File: config.mk
export PLATFORM = sky130hd
export DESIGN_NAME = reset_sequencer
export DESIGN_NICKNAME = d
export VERILOG_FILES = /design/src/rtl/reset_seq_pkg.sv /design/src/rtl/reset_sync.sv /design/src/rtl/reset_sequencer.sv
export SDC_FILE = /design/constraint.sdc
export NUM_CORES = 1
export LEC_CHECK = 0
export ABC_AREA = 0
export CELL_PAD_IN_SITES_DETAIL_PLACEMENT = 1
export CELL_PAD_IN_SITES_GLOBAL_PLACEMENT = 1
export CORE_ASPECT_RATIO = 1.5
export CORE_UTILIZATION = 35
export DETAILED_ROUTE_END_ITERATION = 8
export PLACE_DENSITY_LB_ADDON = 0.25
export RECOVER_POWER = 100
export SLEW_MARGIN = 20
export SYNTH_ARGS = -nofsm -noshare
export SYNTH_HDL_FRONTEND = slang
export SYNTH_HIERARCHICAL = 1
export SYNTH_SLANG_ARGS = --single-unit
File: constraint.sdc
create_clock -name clk -period 5.9 [get_ports clk]
set_input_delay 1.18 -clock clk [delete_from_list [all_inputs] [get_ports clk]]
set_output_delay 1.18 -clock clk [all_outputs]
set_load 0.05 [all_outputs]
File: src/rtl/reset_seq_pkg.sv
// Shared FSM encoding, default timing constants and counter sizing helper
// for the staged reset sequencer.
package reset_seq_pkg;

  typedef enum logic [2:0] {
    ST_SYNC,
    ST_HOLD,
    ST_WAIT_ACK,
    ST_GAP,
    ST_READY,
    ST_FAULT
  } seq_state_e;

  localparam int DEF_NUM_STAGES  = 3;
  localparam int DEF_HOLD_CYCLES = 16;
  localparam int DEF_GAP_CYCLES  = 4;
  localparam int DEF_ACK_TIMEOUT = 255;

  // Width able to hold max_val itself, never narrower than one bit.
  function automatic int cnt_width(input int max_val);
    return (max_val < 2) ? 1 : $clog2(max_val + 1);
  endfunction

endpackage

File: src/rtl/reset_sync.sv
// Two-flop reset synchronizer: asserts asynchronously, releases on the
// second rising edge after rst falls.
module reset_sync (
  input  logic clk,
  input  logic rst,
  output logic rst_sync
);

  logic meta_reg;
  logic sync_reg;

  always_ff @(posedge clk or posedge rst) begin
    if (rst) begin
      meta_reg <= 1'b1;
      sync_reg <= 1'b1;
    end else begin
      meta_reg <= 1'b0;
      sync_reg <= meta_reg;
    end
  end

  assign rst_sync = sync_reg;

endmodule

File: src/rtl/reset_sequencer.sv
// Releases NUM_STAGES downstream reset domains in order, waiting for each
// stage's ack, and latches a fault on ack timeout or ack loss.
module reset_sequencer
  import reset_seq_pkg::*;
#(
  parameter int NUM_STAGES  = DEF_NUM_STAGES,
  parameter int HOLD_CYCLES = DEF_HOLD_CYCLES,
  parameter int GAP_CYCLES  = DEF_GAP_CYCLES,
  parameter int ACK_TIMEOUT = DEF_ACK_TIMEOUT,
  localparam int IDX_W      = (NUM_STAGES > 1) ? $clog2(NUM_STAGES) : 1
) (
  input  logic                  clk,
  input  logic                  rst,
  input  logic                  soft_rst_req,
  input  logic [NUM_STAGES-1:0] stage_ack,
  output logic [NUM_STAGES-1:0] stage_rst,
  output logic                  ready,
  output logic                  busy,
  output logic                  fault,
  output logic [IDX_W-1:0]      fault_stage
);

  localparam int HOLD_W = cnt_width(HOLD_CYCLES);
  localparam int GAP_W  = cnt_width(GAP_CYCLES);
  localparam int TO_W   = cnt_width(ACK_TIMEOUT);

  localparam logic [HOLD_W-1:0] HOLD_LAST = HOLD_W'(HOLD_CYCLES - 1);
  localparam logic [GAP_W-1:0]  GAP_LAST  = GAP_W'(GAP_CYCLES);
  localparam logic [TO_W-1:0]   TO_LAST   = TO_W'(ACK_TIMEOUT - 1);
  localparam logic [IDX_W-1:0]  K_LAST    = IDX_W'(NUM_STAGES - 1);

  logic                  rst_sync;
  seq_state_e            state_reg, state_next;
  logic [IDX_W-1:0]      k_reg, k_next, k_inc, lost_idx;
  logic [IDX_W-1:0]      fault_stage_reg, fault_stage_next;
  logic [NUM_STAGES-1:0] stage_rst_reg, stage_rst_next;
  logic [NUM_STAGES-1:0] acked_reg, acked_next, lost;
  logic [HOLD_W-1:0]     hold_cnt_reg, hold_cnt_next;
  logic [GAP_W-1:0]      gap_cnt_reg, gap_cnt_next;
  logic [TO_W-1:0]       to_cnt_reg, to_cnt_next;

  reset_sync u_reset_sync (
    .clk      (clk),
    .rst      (rst),
    .rst_sync (rst_sync)
  );

  // A stage that has acked and later drops its ack is an ack loss.
  genvar gi;
  generate
    for (gi = 0; gi < NUM_STAGES; gi++) begin : g_lost
      assign lost[gi] = acked_reg[gi] & ~stage_ack[gi];
    end
  endgenerate

  always_comb begin
    lost_idx = '0;
    for (int j = NUM_STAGES - 1; j >= 0; j--) begin
      if (lost[j]) lost_idx = IDX_W'(j);
    end
  end

  assign k_inc = k_reg + IDX_W'(1);

  always_comb begin
    state_next       = state_reg;
    k_next           = k_reg;
    stage_rst_next   = stage_rst_reg;
    acked_next       = acked_reg;
    fault_stage_next = fault_stage_reg;
    hold_cnt_next    = hold_cnt_reg;
    gap_cnt_next     = gap_cnt_reg;
    to_cnt_next      = to_cnt_reg;

    if (soft_rst_req && state_reg != ST_SYNC) begin
      state_next       = ST_HOLD;
      k_next           = '0;
      stage_rst_next   = '1;
      acked_next       = '0;
      fault_stage_next = '0;
      hold_cnt_next    = '0;
    end else begin
      case (state_reg)
        ST_SYNC: begin
          // The synchronizer's final settling cycle counts as the first hold cycle.
          if (!rst_sync) begin
            state_next    = ST_HOLD;
            hold_cnt_next = HOLD_W'(1);
          end
        end
        ST_HOLD: begin
          if (hold_cnt_reg >= HOLD_LAST) begin
            state_next        = ST_WAIT_ACK;
            k_next            = '0;
            stage_rst_next[0] = 1'b0;
            to_cnt_next       = '0;
          end else begin
            hold_cnt_next = hold_cnt_reg + HOLD_W'(1);
          end
        end
        ST_WAIT_ACK: begin
          if (|lost) begin
            state_next       = ST_FAULT;
            fault_stage_next = lost_idx;
          end else if (stage_ack[k_reg]) begin
            acked_next[k_reg] = 1'b1;
            gap_cnt_next      = '0;
            state_next        = (k_reg == K_LAST) ? ST_READY : ST_GAP;
          end else if (to_cnt_reg >= TO_LAST) begin
            state_next       = ST_FAULT;
            fault_stage_next = k_reg;
          end else begin
            to_cnt_next = to_cnt_reg + TO_W'(1);
          end
        end
        ST_GAP: begin
          if (|lost) begin
            state_next       = ST_FAULT;
            fault_stage_next = lost_idx;
          end else if (gap_cnt_reg >= GAP_LAST) begin
            state_next            = ST_WAIT_ACK;
            k_next                = k_inc;
            stage_rst_next[k_inc] = 1'b0;
            to_cnt_next           = '0;
          end else begin
            gap_cnt_next = gap_cnt_reg + GAP_W'(1);
          end
        end
        ST_READY: begin
          if (|lost) begin
            state_next       = ST_FAULT;
            fault_stage_next = lost_idx;
          end
        end
        default: ;
      endcase
    end
  end

  always_ff @(posedge clk or posedge rst) begin
    if (rst) begin
      state_reg       <= ST_SYNC;
      k_reg           <= '0;
      stage_rst_reg   <= '1;
      acked_reg       <= '0;
      fault_stage_reg <= '0;
      hold_cnt_reg    <= '0;
      gap_cnt_reg     <= '0;
      to_cnt_reg      <= '0;
    end else begin
      state_reg       <= state_next;
      k_reg           <= k_next;
      stage_rst_reg   <= stage_rst_next;
      acked_reg       <= acked_next;
      fault_stage_reg <= fault_stage_next;
      hold_cnt_reg    <= hold_cnt_next;
      gap_cnt_reg     <= gap_cnt_next;
      to_cnt_reg      <= to_cnt_next;
    end
  end

  assign stage_rst   = stage_rst_reg;
  assign fault_stage = fault_stage_reg;
  assign ready       = (state_reg == ST_READY);
  assign fault       = (state_reg == ST_FAULT);
  assign busy        = (state_reg == ST_SYNC) || (state_reg == ST_HOLD) ||
                       (state_reg == ST_WAIT_ACK) || (state_reg == ST_GAP);

endmodule

Word level (Yosys, flattened, before mapping)
Cells that the tools add are included.

operators by class
  $add $sub $neg = 4
  multiply operators = 0
  div/mod/pow operators = 0
  order comparisons = 7
  equal/unequal tests = 26
  shift operators = 0
  muxes and demuxes = 57
  bitwise gates (word level) = 10
  reductions and logical operators = 28

operators by type and width
  cell                                                      count
  two-way mux 3 bit                                         21
  two-way mux 8 bit                                         6
  two-way mux 2 bit                                         13
  case mux 8 bit (3 select lines)                           1
  inequality test 2 bit, second input constant              9
  two-way mux 5 bit                                         3
  inequality test 3 bit, second input constant              5
  case mux 3 bit (5 select lines)                           1
  nonzero test 3 bit                                        5
  inequality test 4 bit, second input constant              3
  AND reduction 6 bit                                       2
  case mux 5 bit (2 select lines)                           1
  nonzero test 2 bit                                        5
  AND reduction 3 bit                                       3
  adder 8 x 1 -> 8 bit, second input constant               1
  greater-or-equal comparator 8 bit, second input constant  1
  case mux 2 bit (2 select lines)                           2
  AND reduction 4 bit                                       2
  AND reduction 8 bit                                       1
  equality test 3 x 2 -> 1 bit, second input constant       2
  equality test 3 bit, second input constant                2
  < comparator 2 x 3 -> 1 bit, second input constant        2
  inequality test 3 x 1 -> 1 bit, second input constant     2
  case mux 3 bit (2 select lines)                           1
  24 further kinds                                          38

word-level totals
  register bits after elaboration = 31
  bits in latches = 0
  RAM bits = 0
  ROM bits = 0
  memories kept = 0

Longest topological paths before layout
  depth after elaboration = 11
  mapped depth = 8
  mapped depth without buffers = 8

Cells and area by module
Netlist, hierarchy kept.

modules (own cells, without submodules)
  module           times used  cells an instance  area each (µm²)
  reset_sequencer  1           211                1868.0
  reset_sync       1           4                  60.1

Least setup slack after synthesis
Ideal clock, no wire load.

  kind = flip-flop to output port
  from = reg state_reg[2]
  to = out fault
  arrival time = 1759 ps
  setup slack = 2961 ps
  stages on the path, launching flop included = 3
  cell sequence = dfrtp_1 > inv_1 > nor3_1

between the ends
  word-level cells in the longest chain between the ends = 1

RTL lines
  what                      RTL line                text
  start: declaration        reset_sequencer.sv:33   seq_state_e state_reg, state_next;
  start signal: assignment  reset_sequencer.sv:151  state_reg <= state_next;
  equality test 3 bit       reset_sequencer.sv:165  assign fault = (state_reg == ST_FAULT);
  end: declaration          reset_sequencer.sv:19   output logic fault,

No other way between the ends.

Final worst setup path
  from = in soft_rst_req
  to = reg state_reg[0]

between the ends
  word-level cells in the longest chain between the ends = 3
  elaborated cells between the ends (all ways) = 9

RTL lines
  what                                                                  RTL line               text
  start: declaration                                                    reset_sequencer.sv:14  input logic soft_rst_req,
  logical AND 1 bit (*)                                                 reset_sequencer.sv:75  if (soft_rst_req && state_reg != ST_SYNC) begin
  inequality test 5 bit (no source line), or another cell as far along  n/a
  AND reduction 6 bit (no source line)                                  n/a

Mark *: on every way between the ends. The rest lies on a longest branch, timed or not.
A chain may end at the register's enable or synchronous reset.

==> flow_summary_export.csv <==
group,metric,value,unit
logic_synthesis,synth_top_area_share,33.7,%
timing,rsz0062_at_grt,"no",
logic_synthesis,avgSynthCellArea,8.97,sq um
logic_synthesis,synth_mux_area_share,3.57,%
global_route,globalRouteTotalUtil,19.6,%
final_layout,areaGrowthSynthToFinish,13.1,%
clock_tree,clk_pin_slew_worst_paths,0.07,ns
die,die-area,5820,sq um
routing,detail-route-antenna-nets,0,
placement,io_buffer_count,13,
timing,setup_viol,0,
power,peakVddDrop,0.120,mV
logic_synthesis,synth_cell_type_count,51,
placement,gp_congestion,0.788,
setup_path,cp.arrival,3.81,ns
global_route,grt_overflow,0,
die,io_pins,14,
timing,slew_viol_final,30,
logic_synthesis,synth_edf_count,0,
clock_tree,cts_root_buffer,"clkbuf_8",
placement,post-place-ws,2.09,ns
logic_synthesis,synth.area.top_cells,"dfrtp_1 (34%), ha_1 (7.8%), dfstp_2 (6.8%)",
logic_synthesis,seq_area_frac_synth,40.6,%
timing,tns,0,ns
timing,slew_headroom,-13.5,%
setup_path,worstSetupEndpointType,"register",
timing,final.setup.worst_slack,2.26,ns
power,p_sw_share,41.9,%
timing,fin_crit,3.64,ns
setup_path,critPathRequiredTime,6.07,ns
timing,fin_skew,0.00589,ns
routing,drtPass1Iterations,4,
logic_synthesis,yosysMostFrequentCell,"dfrtp_1",
logic_synthesis,synth-simple-area-share,20.4,%
logic_synthesis,synthFlopType,"dfrtp_1",
setup_path,reg2reg_from,"state_reg[1]",
die,initial_utilization,37.0,%
clock_tree,clock_sinks,31,
logic_synthesis,ys_ff_latch,31,
power,pwr-share-clk,19.7,%
clock_tree,clk_latency,0.28,ns
die,core-area,5200,sq um
setup_path,criticalPathCategory,"primary input to register",
logic_synthesis,synth_fa_ha_area_share,7.79,%
logic_synthesis,synth.top_cells.by_count,"dfrtp_1 (26), nor2_1 (23), nand2_1 (22)",
placement,hpwl,3620,um
power,combPwrFrac,38.6,%
timing,finalCritPeriodShare,61.7,%
final_layout,nFillCells,636,
die,placementRows,32,
setup_path,startpoint_type,"primary input",
final_layout,finalInstanceArea,2180,sq um
routing,drc,0,
worst_hold_path,hold_path_class,"register to register",
worst_hold_path,worstHoldStart,"u_reset_sync/meta_reg",
clock_tree,cts_setup_buffers,0,
job,max_cap_violations,1,
logic_synthesis,synthXorXnorAreaFrac,0,%
clock_tree,cts_resized,0,
die,die_x,62.6,um
global_route,grt_pass1_wl,8890,um
final_layout,regArea,782,sq um
power,power.internal,0.481,mW
routing,vias,1646,
routing,first_iter_violations,48,
setup_path,worstSetupStartpoint,"soft_rst_req",
global_route,grt_max_degree,30,
logic_synthesis,ys_warn_count,6,
logic_synthesis,synth_top_cell_by_area,"dfrtp_1",
final_layout,n_antenna_cell,0,
logic_synthesis,synth_top_family_by_area,"compound AO/OA/AOI/OAI gates",
final_layout,drive_above_1_share,8.30,%
timing,fmax,275,MHz
clock_tree,cts_tree,"done",
routing,drt_wl_total,4910,um
placement,placedInstanceArea,2110,sq um
power,power_density,379,nW/um^2
final_layout,nets,246,
logic_synthesis,synth_area,1930,sq um
power,seqPwrFrac,41.7,%
clock_tree,clock_path_buffers,2,
status,outcome,"finished, violations left",
die,die_y,92.9,um
logic_synthesis,synth_compound_area_share,21.5,%
clock_tree,cts_buffers,5,
global_route,antenna_found_initial,0,
status,violations,"max-capacitance violations, max-slew violations",
setup_path,critPathMaxFanout,14,
timing,worstMarginPinSlew,1.70,ns
final_layout,largest_reg_flops,8,
routing,vias_per_cell,5.54,
clock_tree,h-tree-depth,2,
global_route,grt_pass1_vias,1791,
power,switchingPower,0.346,mW
timing,finalHoldViolations,0,
power,leakage,0.958,nW
final_layout,multi_input_area,1020,sq um
logic_synthesis,synthCells,215,
routing,post_drt_wl_per_cell,16.5,um
clock_tree,postCtsHoldBufs,0,
logic_synthesis,syn_nets,233,
logic_synthesis,async_flop_share,100,%
==> cells by family (layout without fill, tap and decap cells) <==
| logic type | after synthesis | after routing |
|---|---|---|
| compound gates | 56 | 56 |
| simple gates | 81 | 81 |
| fa+ha+maj | 12 | 12 |
| flops | 31 | 31 |
| buf+inv | 28 | 42 |
| mux | 6 | 6 |
| other cells | 1 | 1 |
==> per-stage QoR <==
step	cells	power [mW]	hold slack [ns]	utilization (%)
after floorplan	215	0.594	0.345	-
after global placement	289	0.673	0.348	40.6
after detailed placement	289	0.680	0.350	40.6
after CTS	297	0.849	0.360	42.1
after global routing	297	0.895	0.364	41.9
final	297	0.827	0.359	41.9
==> per-layer routing <==
layer	vias to the layer above	track usage [%]	share of wire (%)	wire, um
met5	-	0	0	0
met4	0	7.95	1.7	81
met3	7	2.59	2.2	109
met2	20	34.1	52	2550
met1	817	24.0	44	2170
li1	802	-	-	-
==> cell usage in the layout, fill, tap and decap left out, drive strengths merged, types with 2 or more instances in the layout <==
| master | n |
|---|---|
| a41oi | 2 |
| nor4 | 3 |
| o32ai | 2 |
| inv | 20 |
| o21ai | 7 |
| clkdlybuf4s50 | 2 |
| o21a | 2 |
| o211ai | 2 |
| or4 | 3 |
| nor3 | 8 |
| o22a | 5 |
| nor2b | 5 |
| a22o | 2 |
| a31oi | 4 |
| nand3 | 6 |
| mux2 | 4 |
| nand2 | 22 |
| clkbuf | 8 |
| a21oi | 7 |
| and3 | 3 |
| dfstp | 5 |
| dlygate4sd3 | 11 |
| o41ai | 2 |
| dfrtp | 26 |
| o31a | 2 |
| nor2 | 23 |
| a21o | 6 |
| mux2i | 2 |
| o221ai | 3 |
| ha | 12 |
==> power by group through the flow <==
stage | combinational, mW | clock [mW] | sequential (mW)
after floorplan | 0.272 | 0 | 0.323
after global placement | 0.325 | 0 | 0.347
after detailed placement | 0.332 | 0 | 0.349
after CTS | 0.334 | 0.171 | 0.345
after global routing | 0.360 | 0.177 | 0.358
final | 0.320 | 0.163 | 0.345
==> area by class of cell <==
class                           count  area share (%)
Clock inverter                      1           0.229
Sequential cell                    31            35.9
Timing Repair Buffer               14            6.14
Inverter                           20            3.44
Clock buffer                        7            3.50
Tap cell                           68            3.90
Multi-Input combinational cell    156            46.9
==> worst paths after layout <==
path / slack, ns / to / depth (start not counted)
worst max-delay path: 2.26 / state_reg[0] / 6
worst min-delay path: 0.36 / u_reset_sync/rst_sync / 0
worst max register to register: 3.13 / state_reg[0] / 5
worst min register to register: 0.36 / u_reset_sync/rst_sync / 0
max in group asynchronous: 2.94 / to_cnt_reg[4] / 3
min in group asynchronous: 1.39 / u_reset_sync/rst_sync / 2
==> critical path, cell delays in order <==
cell           delay (ns)
dlygate4sd3_1        0.72
o31a_1               0.28
or4_1                0.53
or4_1                0.58
o211a_2              0.20
mux2_1               0.31
Power figures use the tool's default switching activity.
